<file path="config.mk">
export PLATFORM = sky130hd
export DESIGN_NAME = mem_arbiter_flat
export DESIGN_NICKNAME = d
export VERILOG_FILES = /design/src/rtl/mem_arb_pkg.sv /design/src/rtl/mem_arbiter_if.sv /design/src/rtl/rr_picker.sv /design/src/rtl/mem_arbiter.sv /design/src/flat_wrapper.sv
export SDC_FILE = /design/constraint.sdc
export NUM_CORES = 1
export LEC_CHECK = 0
export ABC_CLOCK_PERIOD_IN_PS = 2600
export CAP_MARGIN = 15
export CELL_PAD_IN_SITES_DETAIL_PLACEMENT = 0
export CELL_PAD_IN_SITES_GLOBAL_PLACEMENT = 2
export CORE_MARGIN = 2
export CORE_UTILIZATION = 25
export CTS_CLUSTER_SIZE = 24
export DETAILED_ROUTE_END_ITERATION = 10
export PLACE_DENSITY_LB_ADDON = 0.1
export SLEW_MARGIN = 20
export SYNTH_ARGS = -nofsm -noshare
export SYNTH_HDL_FRONTEND = slang
export SYNTH_HIERARCHICAL = 1
export SYNTH_SLANG_ARGS = --single-unit
</file>
<file path="constraint.sdc">
create_clock -name clk_in -period 2.6 [get_ports clk_in]
set_input_delay 0.26 -clock clk_in [delete_from_list [all_inputs] [get_ports clk_in]]
set_output_delay 0.26 -clock clk_in [all_outputs]
set_load 0.01 [all_outputs]
</file>
<file path="src/rtl/mem_arb_pkg.sv">
// mem_arb_pkg: shared types, limits and helpers for the
// single-port RAM arbiter.
package mem_arb_pkg;

    typedef enum logic [1:0] {
        IDLE,
        ISSUE,
        WAIT,
        DONE
    } state_t;

    localparam int MAX_NREQ   = 8;
    localparam int MIN_NREQ   = 2;
    localparam int MIN_RD_LAT = 1;
    localparam int MAX_RD_LAT = 4;
    localparam int ADDR_W     = 16;
    localparam int DATA_W     = 8;
    localparam int CNT_W      = 2;

    function automatic int idx_w(input int n);
        return (n <= 2) ? 1 : $clog2(n);
    endfunction

endpackage

</file>
<file path="src/rtl/mem_arbiter_if.sv">
// mem_arbiter_if: master request/response lanes plus the shared
// RAM pins, bundled for the arbiter and its environment.
interface mem_arbiter_if #(
    parameter int NREQ = 2
) ();
    import mem_arb_pkg::*;

    logic [NREQ-1:0]        req_valid;
    logic [NREQ-1:0]        req_we;
    logic [NREQ-1:0]        req_lock;
    logic [ADDR_W*NREQ-1:0] req_addr;
    logic [DATA_W*NREQ-1:0] req_wdata;
    logic [NREQ-1:0]        req_ready;
    logic [NREQ-1:0]        rsp_valid;
    logic [DATA_W-1:0]      rsp_data;
    logic [ADDR_W-1:0]      ram_addr;
    logic [DATA_W-1:0]      ram_wdata;
    logic [DATA_W-1:0]      ram_rdata;
    logic                   ram_wr;
    logic                   ram_oe;

    modport slave (
        input  req_valid,
        input  req_we,
        input  req_lock,
        input  req_addr,
        input  req_wdata,
        input  ram_rdata,
        output req_ready,
        output rsp_valid,
        output rsp_data,
        output ram_addr,
        output ram_wdata,
        output ram_wr,
        output ram_oe
    );

    modport master (
        output req_valid,
        output req_we,
        output req_lock,
        output req_addr,
        output req_wdata,
        output ram_rdata,
        input  req_ready,
        input  rsp_valid,
        input  rsp_data,
        input  ram_addr,
        input  ram_wdata,
        input  ram_wr,
        input  ram_oe
    );

endinterface

</file>
<file path="src/rtl/rr_picker.sv">
// rr_picker: combinational round-robin selector; the search begins
// one past last_grant and wraps from N-1 back to 0.
module rr_picker #(
    parameter int N = 2,
    parameter int W = 1
) (
    input  logic [N-1:0] req,
    input  logic [W-1:0] last_grant,
    output logic [N-1:0] grant,
    output logic [W-1:0] idx,
    output logic         any
);

    logic [W-1:0] cand;

    always_comb begin
        grant = '0;
        idx   = '0;
        any   = 1'b0;
        cand  = '0;
        for (int k = 1; k <= N; k++) begin
            cand = W'((int'(last_grant) + k) % N);
            if (!any && req[cand]) begin
                any = 1'b1;
                idx = cand;
            end
        end
        if (any) begin
            grant[idx] = 1'b1;
        end
    end

endmodule

</file>
<file path="src/rtl/mem_arbiter.sv">
// mem_arbiter: serialises byte accesses from NREQ masters onto one
// external RAM port with round-robin grants and optional burst lock.
module mem_arbiter
    import mem_arb_pkg::*;
#(
    parameter int NREQ   = 2,
    parameter int RD_LAT = 1
) (
    input  logic         clk_in,
    input  logic         reset_in,
    mem_arbiter_if.slave bus
);

    localparam int IW = idx_w(NREQ);

    if (NREQ < MIN_NREQ || NREQ > MAX_NREQ) begin : g_bad_nreq
        $error("mem_arbiter: NREQ out of range");
    end
    if (RD_LAT < MIN_RD_LAT || RD_LAT > MAX_RD_LAT) begin : g_bad_lat
        $error("mem_arbiter: RD_LAT out of range");
    end

    state_t state;
    state_t state_nx;

    logic [IW-1:0]     gnt_q;
    logic [IW-1:0]     last_grant;
    logic [IW-1:0]     lock_owner;
    logic              lock_valid;
    logic              we_q;
    logic [ADDR_W-1:0] addr_q;
    logic [DATA_W-1:0] wdata_q;
    logic [DATA_W-1:0] rdata_q;
    logic [CNT_W-1:0]  wait_cnt;

    logic              arb_en;
    logic              lock_hit;
    logic              pick_any;
    logic              accept;
    logic              capture;
    logic              busy;
    logic [NREQ-1:0]   pick_grant;
    logic [IW-1:0]     pick_idx;
    logic [IW-1:0]     win_idx;

    rr_picker #(
        .N (NREQ),
        .W (IW)
    ) u_pick (
        .req        (bus.req_valid),
        .last_grant (last_grant),
        .grant      (pick_grant),
        .idx        (pick_idx),
        .any        (pick_any)
    );

    // Reset gates acceptance so nothing is latched on a reset edge.
    assign arb_en   = !reset_in &&
                      (state == IDLE || state == DONE);
    assign lock_hit = lock_valid && bus.req_valid[lock_owner];
    assign win_idx  = lock_hit ? lock_owner : pick_idx;
    assign accept   = arb_en && (lock_hit || pick_any);

    always_comb begin
        bus.req_ready = '0;
        if (accept) begin
            if (lock_hit) begin
                bus.req_ready[lock_owner] = 1'b1;
            end else begin
                bus.req_ready = pick_grant;
            end
        end
    end

    always_comb begin
        state_nx = state;
        capture  = 1'b0;
        unique case (state)
            IDLE: begin
                if (accept) begin
                    state_nx = ISSUE;
                end
            end
            ISSUE: begin
                if (we_q) begin
                    state_nx = DONE;
                end else if (RD_LAT == 1) begin
                    capture  = 1'b1;
                    state_nx = DONE;
                end else begin
                    state_nx = WAIT;
                end
            end
            WAIT: begin
                if (wait_cnt == '0) begin
                    capture  = 1'b1;
                    state_nx = DONE;
                end
            end
            DONE: begin
                state_nx = accept ? ISSUE : IDLE;
            end
            default: begin
                state_nx = IDLE;
            end
        endcase
    end

    always_ff @(posedge clk_in) begin
        if (reset_in) begin
            state      <= IDLE;
            gnt_q      <= '0;
            last_grant <= IW'(NREQ - 1);
            lock_owner <= '0;
            lock_valid <= 1'b0;
            we_q       <= 1'b0;
            addr_q     <= '0;
            wdata_q    <= '0;
            rdata_q    <= '0;
            wait_cnt   <= '0;
        end else begin
            state <= state_nx;
            if (arb_en && !lock_hit) begin
                lock_valid <= 1'b0;
            end
            if (accept) begin
                gnt_q      <= win_idx;
                last_grant <= win_idx;
                lock_owner <= win_idx;
                lock_valid <= bus.req_lock[win_idx];
                we_q       <= bus.req_we[win_idx];
                addr_q     <= bus.req_addr[win_idx*ADDR_W +: ADDR_W];
                wdata_q    <= bus.req_wdata[win_idx*DATA_W +: DATA_W];
            end
            // Remaining WAIT cycles after ISSUE, minus one.
            if (state == ISSUE) begin
                wait_cnt <= CNT_W'(RD_LAT > 1 ? RD_LAT - 2 : 0);
            end else if (state == WAIT) begin
                wait_cnt <= wait_cnt - 1'b1;
            end
            if (capture) begin
                rdata_q <= bus.ram_rdata;
            end
        end
    end

    assign busy          = (state == ISSUE) || (state == WAIT);
    assign bus.ram_addr  = busy ? addr_q : '0;
    assign bus.ram_wdata = (state == ISSUE) ? wdata_q : '0;
    assign bus.ram_wr    = (state == ISSUE) && we_q;
    assign bus.ram_oe    = ((state == ISSUE) && !we_q) ||
                           (state == WAIT);
    assign bus.rsp_data  = rdata_q;

    always_comb begin
        bus.rsp_valid = '0;
        if (state == DONE) begin
            bus.rsp_valid[gnt_q] = 1'b1;
        end
    end

endmodule

</file>
<file path="src/flat_wrapper.sv">
// flat-port wrapper written by rule: the top's interface ports become plain ports
module mem_arbiter_flat import mem_arb_pkg::*;
#(
    parameter int NREQ   = 2,
    parameter int RD_LAT = 1
)
  (clk_in, reset_in, bus_req_valid, bus_req_we, bus_req_lock, bus_req_addr, bus_req_wdata, bus_ram_rdata, bus_req_ready, bus_rsp_valid, bus_rsp_data, bus_ram_addr, bus_ram_wdata, bus_ram_wr, bus_ram_oe);
  mem_arbiter_if #(.NREQ(NREQ)) bus_i ();
  input  logic clk_in;
  input  logic reset_in;
  input wire logic [$bits(bus_i.req_valid)-1:0] bus_req_valid;
  input wire logic [$bits(bus_i.req_we)-1:0] bus_req_we;
  input wire logic [$bits(bus_i.req_lock)-1:0] bus_req_lock;
  input wire logic [$bits(bus_i.req_addr)-1:0] bus_req_addr;
  input wire logic [$bits(bus_i.req_wdata)-1:0] bus_req_wdata;
  input wire logic [$bits(bus_i.ram_rdata)-1:0] bus_ram_rdata;
  output wire logic [$bits(bus_i.req_ready)-1:0] bus_req_ready;
  output wire logic [$bits(bus_i.rsp_valid)-1:0] bus_rsp_valid;
  output wire logic [$bits(bus_i.rsp_data)-1:0] bus_rsp_data;
  output wire logic [$bits(bus_i.ram_addr)-1:0] bus_ram_addr;
  output wire logic [$bits(bus_i.ram_wdata)-1:0] bus_ram_wdata;
  output wire logic [$bits(bus_i.ram_wr)-1:0] bus_ram_wr;
  output wire logic [$bits(bus_i.ram_oe)-1:0] bus_ram_oe;
  assign bus_i.req_valid = bus_req_valid;
  assign bus_i.req_we = bus_req_we;
  assign bus_i.req_lock = bus_req_lock;
  assign bus_i.req_addr = bus_req_addr;
  assign bus_i.req_wdata = bus_req_wdata;
  assign bus_i.ram_rdata = bus_ram_rdata;
  assign bus_req_ready = bus_i.req_ready;
  assign bus_rsp_valid = bus_i.rsp_valid;
  assign bus_rsp_data = bus_i.rsp_data;
  assign bus_ram_addr = bus_i.ram_addr;
  assign bus_ram_wdata = bus_i.ram_wdata;
  assign bus_ram_wr = bus_i.ram_wr;
  assign bus_ram_oe = bus_i.ram_oe;
  mem_arbiter #(.NREQ(NREQ), .RD_LAT(RD_LAT)) u_core (.clk_in(clk_in), .reset_in(reset_in), .bus(bus_i));
endmodule
</file>
# --- Word-level counts from Yosys, hierarchy flattened ---
# Cells that the tools add are included.
op_classes:
  bitwise: 0
  eq_ne: 5
  magnitude_cmp: 7
  n_div: 0
  n_mux: 34
  reduce_logical: 22
  n_shift: 2
  n_mul: 0
  add_sub_neg: 3
op_table:
  columns: ["operator", "n"]
  rows:
  - ["indexed part select 32 x 6 -> 16 bit", 1]
  - ["2-to-1 mux 1 bit", 22]
  - ["2-to-1 mux 16 bit", 1]
  - ["indexed part select 16 x 5 -> 8 bit", 1]
  - ["2-to-1 mux 2 bit", 6]
  - ["less-than comparator 1 x 2 -> 1 bit, second input constant", 5]
  - ["logical AND 1 bit", 9]
  - ["2-to-1 mux 8 bit", 1]
  - ["one-hot mux 2 bit (4 select lines)", 1]
  - ["equality test 2 bit, second input constant", 2]
  - ["zero test 1 bit", 4]
  - ["zero test 2 bit", 2]
  - ["logical OR 1 bit", 4]
  - ["!= test 2 x 1 -> 1 bit, second input constant", 2]
  - ["adder 1 bit, second input constant", 2]
  - ["demux 1 bit (select 1 bit)", 2]
  - ["equality test 2 x 1 -> 1 bit, second input constant", 1]
  - ["greater-or-equal comparator 1 bit, second input constant", 2]
  - ["one-hot mux 1 bit (2 select lines)", 1]
  - ["AND reduction 2 bit", 1]
  - ["nonzero test 2 bit", 1]
  - ["OR reduction 2 bit", 1]
  - ["subtractor 2 x 1 -> 2 bit, second input constant", 1]
word_totals:
  reg_bits: 40
  inputBits: 64
  latchBits: 0
  mem_bits_rw: 0
  romBits: 0
  mem_count: 0

# --- Logic depth before layout (Yosys ltp) ---
# Gate-level depths: netlist (run 1).
depth:
  depth_word: 14
  mapped_depth: 7
  ltp_nobuf: 6

# --- Modules after synthesis ---
# Netlist (run 1), hierarchy kept.
by_module_without_submodules:
  columns: ["mod", "area_each_um2", "instances", "cells_per_inst"]
  rows:
  - ["mem_arbiter", 2235.9, 1, 255]
  - ["rr_picker", 32.5, 1, 5]

# --- Least setup slack after synthesis (run 1) ---
# Ideal clock, no wire load.
synth_path:
  path_type: "flip-flop to output port"
  startpoint: "reg u_core.state[0]"
  endpoint: "out bus_req_ready[1]"
  setup_slack_ns: 0.520
  t_arrival_ns: 1.820
  stages_incl_launch_ff: 8
  t_required_ns: 2.340
  n_path_buf: 2
  cell_sequence: "dfxtp_1 inv_1 ha_1 inv_2 a31oi_4 buf_6 buf_4 nor4_1"
synth_between:
  elab_chain_len: 5
synth_lines:
  columns: ["element", "line", "source"]
  rows:
  - ["from (decl)", "mem_arbiter.sv:23", "state_t state;"]
  - ["from (signal assigned)", "mem_arbiter.sv:122", "state <= state_nx;"]
  - ["equality test 2 bit or zero test 2 bit (tied branches)", "mem_arbiter.sv:59", "(state == IDLE || state == DONE);"]
  - ["logical OR 1 bit *", "mem_arbiter.sv:59", null]
  - ["logical AND 1 bit *", "mem_arbiter.sv:58", "assign arb_en = !reset_in &&"]
  - ["logical AND 1 bit *", "mem_arbiter.sv:62", "assign accept = arb_en && (lock_hit || pick_any);"]
  - ["2-to-1 mux 2 bit *", "mem_arbiter.sv:66", "if (accept) begin"]
  - ["to (decl)", "flat_wrapper.sv:17", "output wire logic [$bits(bus_i.req_ready)-1:0] bus_req_ready;"]
# Mark *: on every way between the ends. The rest lies on a longest branch, timed or not.

# --- Final worst setup path (run 1) ---
# Same ends and word-level chain as after synthesis.

==> impl_metrics.yaml, run 1 <==
detailed_routing:
  avgRoutedWirePerCell_um: 14.1
  num_vias: 2117
  via_per_inst: 4.56
  routed_wirelength_mm: 6.56
  drc: 0
  drtPass1Iterations: 4
  drt_iter0_markers: 75
  antenna_left: 0
synthesis:
  yosysTopAreaCellShare: 0.353
  ys_types: 38
  syn_inst: 260
  syn_nets: 329
  ys_seq_elements: 40
  yosysMostFrequentCell: "dfxtp_1"
  synth_common_cells: "dfxtp_1, a21oi_1, inv_1, nor2_1, nand2_1"
  yosysSeqAreaShare: 0.353
  synth.largest_area_cell: "dfxtp_1"
  ys_async_sr_fraction: 0
  ys_warn_count: 6
  synth_area_per_cell_um2: 8.72
  ys.flop_type: "dfxtp_1"
  syn_area_um2: 2270
  synth_area_leaders: "dfxtp_1, a221oi_2, a21oi_1"
  synth_edf_count: 0
place:
  placed_cells: 457
  routabilityCongestion: 0.698
  hpwl_mm: 4.45
  portBuffers: 101
worst_setup_path:
  rr_startpoint: "u_core/state[1]"
  critPathCaptureType: "output port"
  critPathMaxFanout: 5
  rrSetupSlack_ns: 0.63
  crit_required_ns: 2.34
  r2r_end: "u_core/last_grant"
  crit_path_start_kind: "flip-flop"
  critical_path_class: "reg2out"
  r2r_cells: 7
  crit_arrival_ns: 2.19
power:
  powerDensity_nw_per_um2: 876
  p_leak_nw: 1.32
  power.total_mw: 3.01
  ir_worst_vdd_v: 0.000538
clock_network:
  cts_hold_buf: 0
  htreeDepth: 2
  clkTransAtPathRegs_ns: 0.08
  cts_tree: "yes"
  clock_latency_ns: 0.29
  clkSinkCount: 40
  clock_path_buffers: 2
  cts_buffers: 5
  root_buffer: "clkbuf_8"
hold_path:
  hold_start: "u_core/wdata_q[2]"
  hold_class: "reg2reg"
  min_path_cells: 2
  whs_endpoint: "u_core/wdata_q[2]"
global_route:
  grt_max_degree: 55
  grt_pass1_wl_mm: 10.4
  grt_pass1_vias: 2121
  antenna_found_initial: 0
  grt_usage: 0.132
  overflow: 0
finish:
  area_growth_pct: 51.3
  finalNonFillerCells: 464
  nets: 425
  antenna_cells: 0
  drive_gt1_frac: 0.135
timing:
  rsz0062_at_grt: "no"
  max_freq_ghz: 0.408
  hold_ws_ns: 0.462
  setup_violations: 0
  slew_headroom: 0.592
  worst_pin_slew_ns: 0.612
  post-route-min-period_ns: 2.45
  hold_viol: 0
  skew_ns: 0.00996
  period_share: 0.942
  tns_ns: 0
  final_max_slew_viol_count: 0
die:
  io_pins: 102
  core_area_um2: 8760
  die_area_um2: 9850
  row_count: 34
  initial_utilization: 0.259
  die_x_um: 99.3
  die_y_um: 99.3
status:
  status: "completed"
run:
  drv_cap: 0
==> power breakdown <==
group / switching (mW) / internal (mW) / total (mW)
sequential: 0.0892 / 0.810 / 0.899
combinational: 0.914 / 0.795 / 1.71
clock: 0.218 / 0.183 / 0.400
==> what timing repair did <==
action	CTS	global route
setup endpoints to repair	0	2
resized for setup	0	2
setup buffers	0	0
==> flip-flops by register name, indices dropped and copies added (netlist names) <==
name	flops
u_core/addr_q	16
u_core/bus.rsp_data	8
u_core/last_grant	1
u_core/lock_owner	1
u_core/lock_valid	1
u_core/state	2
u_core/wait_cnt	2
u_core/wdata_q	8
u_core/we_q	1
==> worst max-delay path by stage <==
stage,start,to,slack (ns)
3_5_place_dp,bus_req_valid[1],bus_req_ready[1],0.29
3_3_place_gp,bus_req_valid[1],bus_req_ready[1],0.28
2_1_floorplan,u_core/state[0],bus_req_ready[1],0.52
4_1_cts,u_core/state[0],bus_req_ready[1],0.008
6_report,u_core/state[0],bus_req_ready[1],0.15
5_1_grt,u_core/state[1],bus_req_ready[1],0.005
==> final cells by class <==
class                           count  area (µm²)
Clock buffer                        6        72.6
Clock inverter                      1        5.00
Fill cell                         920        5330
Inverter                           32         120
Multi-Input combinational cell    168        1210
Sequential cell                    40         801
Tap cell                          108         135
Timing Repair Buffer              109        1090
==> metal layers <==
layer / routed length [µm] / vias up / global-route usage
li1: - / 1079 / -
met5: 0 / - / 0
met4: 76 / 0 / 0.0348
met3: 574 / 6 / 0.0492
met2: 2870 / 72 / 0.208
met1: 3030 / 960 / 0.169
==> kinds of logic (layout without fill, tap and decap cells) <==
group           after synthesis  after routing  share of synthesized area
simple gates                 80             80                      0.156
compound gates               71             71                      0.292
buf+inv                      52            148                      0.117
flops                        40             40                      0.353
mux                          11             11                     0.0507
fa+ha+maj                     5              5                     0.0276
xor+xnor                      1              1                    0.00386
==> worst max-delay path, stage by stage, from the launching register on <==
cell and delay (ns):
dfxtp_1 0.36, inv_1 0.10, ha_2 0.35, nor2b_2 0.17, a31oi_4 0.07, nor4_1 0.28
clkdlybuf4s50_1 0.57
==> layout by cell type (no fill, tap or decap), types with 2 or more instances in the layout <==
cell type / instances
a2111oi_0: 2
a21boi_0: 3
a21o_1: 2
a21oi_1: 31
a221oi_2: 25
and2_1: 11
buf_12: 2
buf_4: 6
clkbuf_8: 5
clkdlybuf4s50_1: 100
dfxtp_1: 40
ha_1: 4
inv_1: 31
mux2i_1: 10
nand2_1: 27
nor2_1: 31
nor2b_1: 2
nor3_1: 2
==> stage by stage <==
stage | instance area [µm²] | utilization | worst slack, ns
after floorplan | 2270 | - | 0.520
after global placement | 3350 | 0.382 | 0.276
after detailed placement | 3350 | 0.382 | 0.289
after CTS | 3430 | 0.391 | 0.00787
after global routing | 3430 | 0.392 | 0.00532
final | 3430 | 0.392 | 0.151
No activity file was read; power rests on OpenSTA's default activity.
==> run 2, diff against run 1 <==
--- a/config.mk
+++ b/config.mk
@@ -7,11 +7,11 @@
 export LEC_CHECK = 0
 export ABC_CLOCK_PERIOD_IN_PS = 2600
 export CAP_MARGIN = 15
-export CELL_PAD_IN_SITES_DETAIL_PLACEMENT = 0
+export CELL_PAD_IN_SITES_DETAIL_PLACEMENT = 1
 export CELL_PAD_IN_SITES_GLOBAL_PLACEMENT = 2
 export CORE_MARGIN = 2
 export CORE_UTILIZATION = 25
-export CTS_CLUSTER_SIZE = 24
+export CTS_CLUSTER_SIZE = 16
 export DETAILED_ROUTE_END_ITERATION = 10
 export PLACE_DENSITY_LB_ADDON = 0.1
 export SLEW_MARGIN = 20
==> run 2 against run 1 <==
  * Maximum frequency shrank 0.97%
  * Register-to-register slack lost 0.05 ns
  * Largest power group unchanged
  * Non-clock buffer count is the same
  * Highest routed layer unchanged
  * First-iteration DRC count shrank 28%
  * Critical endpoint unchanged
  * Combinational power is essentially flat
  * Clock power grew 27%
  * Core utilization grew 0.41 points
==> impl_metrics.yaml, run 2 (synthesized netlist as in run 1, its figures left out) <==
status:
  status: "completed"
detailed_routing:
  avgRoutedWirePerCell_um: 14.7
  drtPass1Iterations: 3
  num_vias: 2151
  drt_iter0_markers: 54
  via_per_inst: 4.63
  drc: 0
  antenna_left: 0
  routed_wirelength_mm: 6.84
clock_network:
  root_buffer: "clkbuf_8"
  clock_latency_ns: 0.29
  clock_path_buffers: 2
  htreeDepth: 2
  post_cts_buffers: 0
  cts_buffers: 5
  cts_hold_buf: 0
  clkTransAtPathRegs_ns: 0.08
  clkSinkCount: 40
  cts_tree: "yes"
die:
  die_y_um: 99.3
  die_area_um2: 9850
  row_count: 34
  core_area_um2: 8760
  die_x_um: 99.3
  io_pins: 102
  initial_utilization: 0.259
worst_setup_path:
  rr_startpoint: "u_core/state[1]"
  critPathLaunch: "u_core/state[0]"
  critPathCaptureType: "output port"
  critPathMaxFanout: 5
  crit_required_ns: 2.34
  max_stage_delay_ns: 0.57
  crit_chain: "inv_1 > ha_2 > nor2b_2 > a31oi_4 > nor4_2 > clkdlybuf4s50_1"
  critical_path_class: "reg2out"
  crit_path_start_kind: "flip-flop"
  crit_arrival_ns: 2.21
  crit_path_top_delay_cell: "clkdlybuf4s50_1"
finish:
  layout_commonest_cell: "clkdlybuf4s50_1"
  most-common-layout-cells: "clkdlybuf4s50_1, dfxtp_1, inv_1, nor2_1, a21oi_1"
  regMostFlops: "u_core/addr_q"
  drive_gt1_frac: 0.140
  fin_util: 0.396
  antenna_cells: 0
  nets: 425
  area_growth_pct: 52.9
  largest_register_ffs: 16
  fillers: 1047
global_route:
  overflow: 0
  grt_pass1_vias: 2258
  grt_max_degree: 55
  antenna_found_initial: 0
  grt_usage: 0.136
  grt_pass1_wl_mm: 10.8
timing:
  worst_pin_slew_ns: 0.609
  hold_viol: 0
  post-route-min-period_ns: 2.47
  tns_ns: 0
  rsz0062_at_grt: "no"
  final_max_slew_viol_count: 0
  max_freq_ghz: 0.404
  slew_headroom: 0.594
  skew_ns: 0.0104
  fin_ws_ns: 0.127
  period_share: 0.951
  setup_violations: 0
place:
  routabilityCongestion: 0.698
  portBuffers: 101
  pre_cts_slack_ns: 0.233
  hpwl_mm: 4.81
run:
  drv_cap: 0
power:
  p_leak_nw: 1.33
  ir_worst_vdd_v: 0.000469
  powerDensity_nw_per_um2: 902
hold_path:
  hold_start: "u_core/wdata_q[2]"
  hold_class: "reg2reg"
-- run 2: cell types whose count changed in the layout (fill, tap and decap cells not counted) --
| cell | change |
|---|---|
| nor4_2 | +1 |
| bufinv_16 | +1 |
| nor4_1 | -1 |
-- run 2: metrics by stage --
step | instance area (µm²) | cells | hold WS [ns] | power, mW
global placement | 3350 | 457 | 0.443 | 2.63
detailed placement | 3350 | 457 | 0.449 | 2.66
finish | 3470 | 465 | 0.458 | 3.13
floorplan | 2270 | 260 | 0.404 | 2.09
CTS | 3460 | 465 | 0.462 | 3.20
global route | 3470 | 465 | 0.489 | 3.39
-- run 2: path summary, 6_finish.rpt --
kind | to | depth (start not counted) | slack [ns]
max | bus_req_ready[1] | 6 | 0.13
min | u_core/wdata_q[2] | 2 | 0.46
max reg2reg | u_core/wdata_q[5] | 7 | 0.58
min reg2reg | u_core/wdata_q[2] | 2 | 0.46
-- run 2: power by group --
part / switching (mW) / internal, mW / total, mW / leakage [nW]
logic: 0.925 / 0.796 / 1.72 / 0.947
clock network: 0.222 / 0.285 / 0.507 / 0.0552
registers: 0.0922 / 0.810 / 0.902 / 0.330
total: 1.24 / 1.89 / 3.13 / 1.33
-- run 2: per-layer routing --
metal / share of wire / track usage / vias up
li1: - / - / 1077
met1: 0.46 / 0.169 / 1004
met2: 0.46 / 0.227 / 68
met3: 0.082 / 0.0443 / 2
met4: 0.0060 / 0.0316 / 0
met5: 0 / 0 / -
-- run 2: cell type report --
| cell class | count | area [µm²] | share of cell area |
|---|---|---|---|
| clock buffers | 6 | 72.6 | 0.0209 |
| clock inverters | 2 | 35.0 | 0.0101 |
| inverters | 32 | 120 | 0.0346 |
| multi-input cells | 168 | 1210 | 0.350 |
| flip-flops and latches | 40 | 801 | 0.231 |
| well taps | 108 | 135 | 0.0390 |
| repair buffers | 109 | 1090 | 0.315 |
-- run 2: worst max-delay path: cells and delay by family (launching register included) --
kind / cells / cell delay [ns]
and+or+nand+nor: 2 / 0.46
buffers and inverters: 2 / 0.67
DFF: 1 / 0.37
AOI/OAI and AO/OA: 1 / 0.08
adders and majority gates: 1 / 0.35
-- run 2: repair_timing --
| action | CTS | global route |
|---|---|---|
| gates cloned | 0 | 0 |
| resized for setup | 2 | 1 |
| setup endpoints to repair | 1 | 1 |
==> run 3, diff against run 2 <==
--- a/config.mk
+++ b/config.mk
@@ -5,7 +5,6 @@
 export SDC_FILE = /design/constraint.sdc
 export NUM_CORES = 1
 export LEC_CHECK = 0
-export ABC_CLOCK_PERIOD_IN_PS = 2600
 export CAP_MARGIN = 15
 export CELL_PAD_IN_SITES_DETAIL_PLACEMENT = 1
 export CELL_PAD_IN_SITES_GLOBAL_PLACEMENT = 2
@@ -13,6 +12,7 @@
 export CORE_UTILIZATION = 25
 export CTS_CLUSTER_SIZE = 16
 export DETAILED_ROUTE_END_ITERATION = 10
+export HOLD_SLACK_MARGIN = 0.06
 export PLACE_DENSITY_LB_ADDON = 0.1
 export SLEW_MARGIN = 20
 export SYNTH_ARGS = -nofsm -noshare
==> results of run 3 <==
No change in the layout: final DEF, timing and power equal those of run 2.
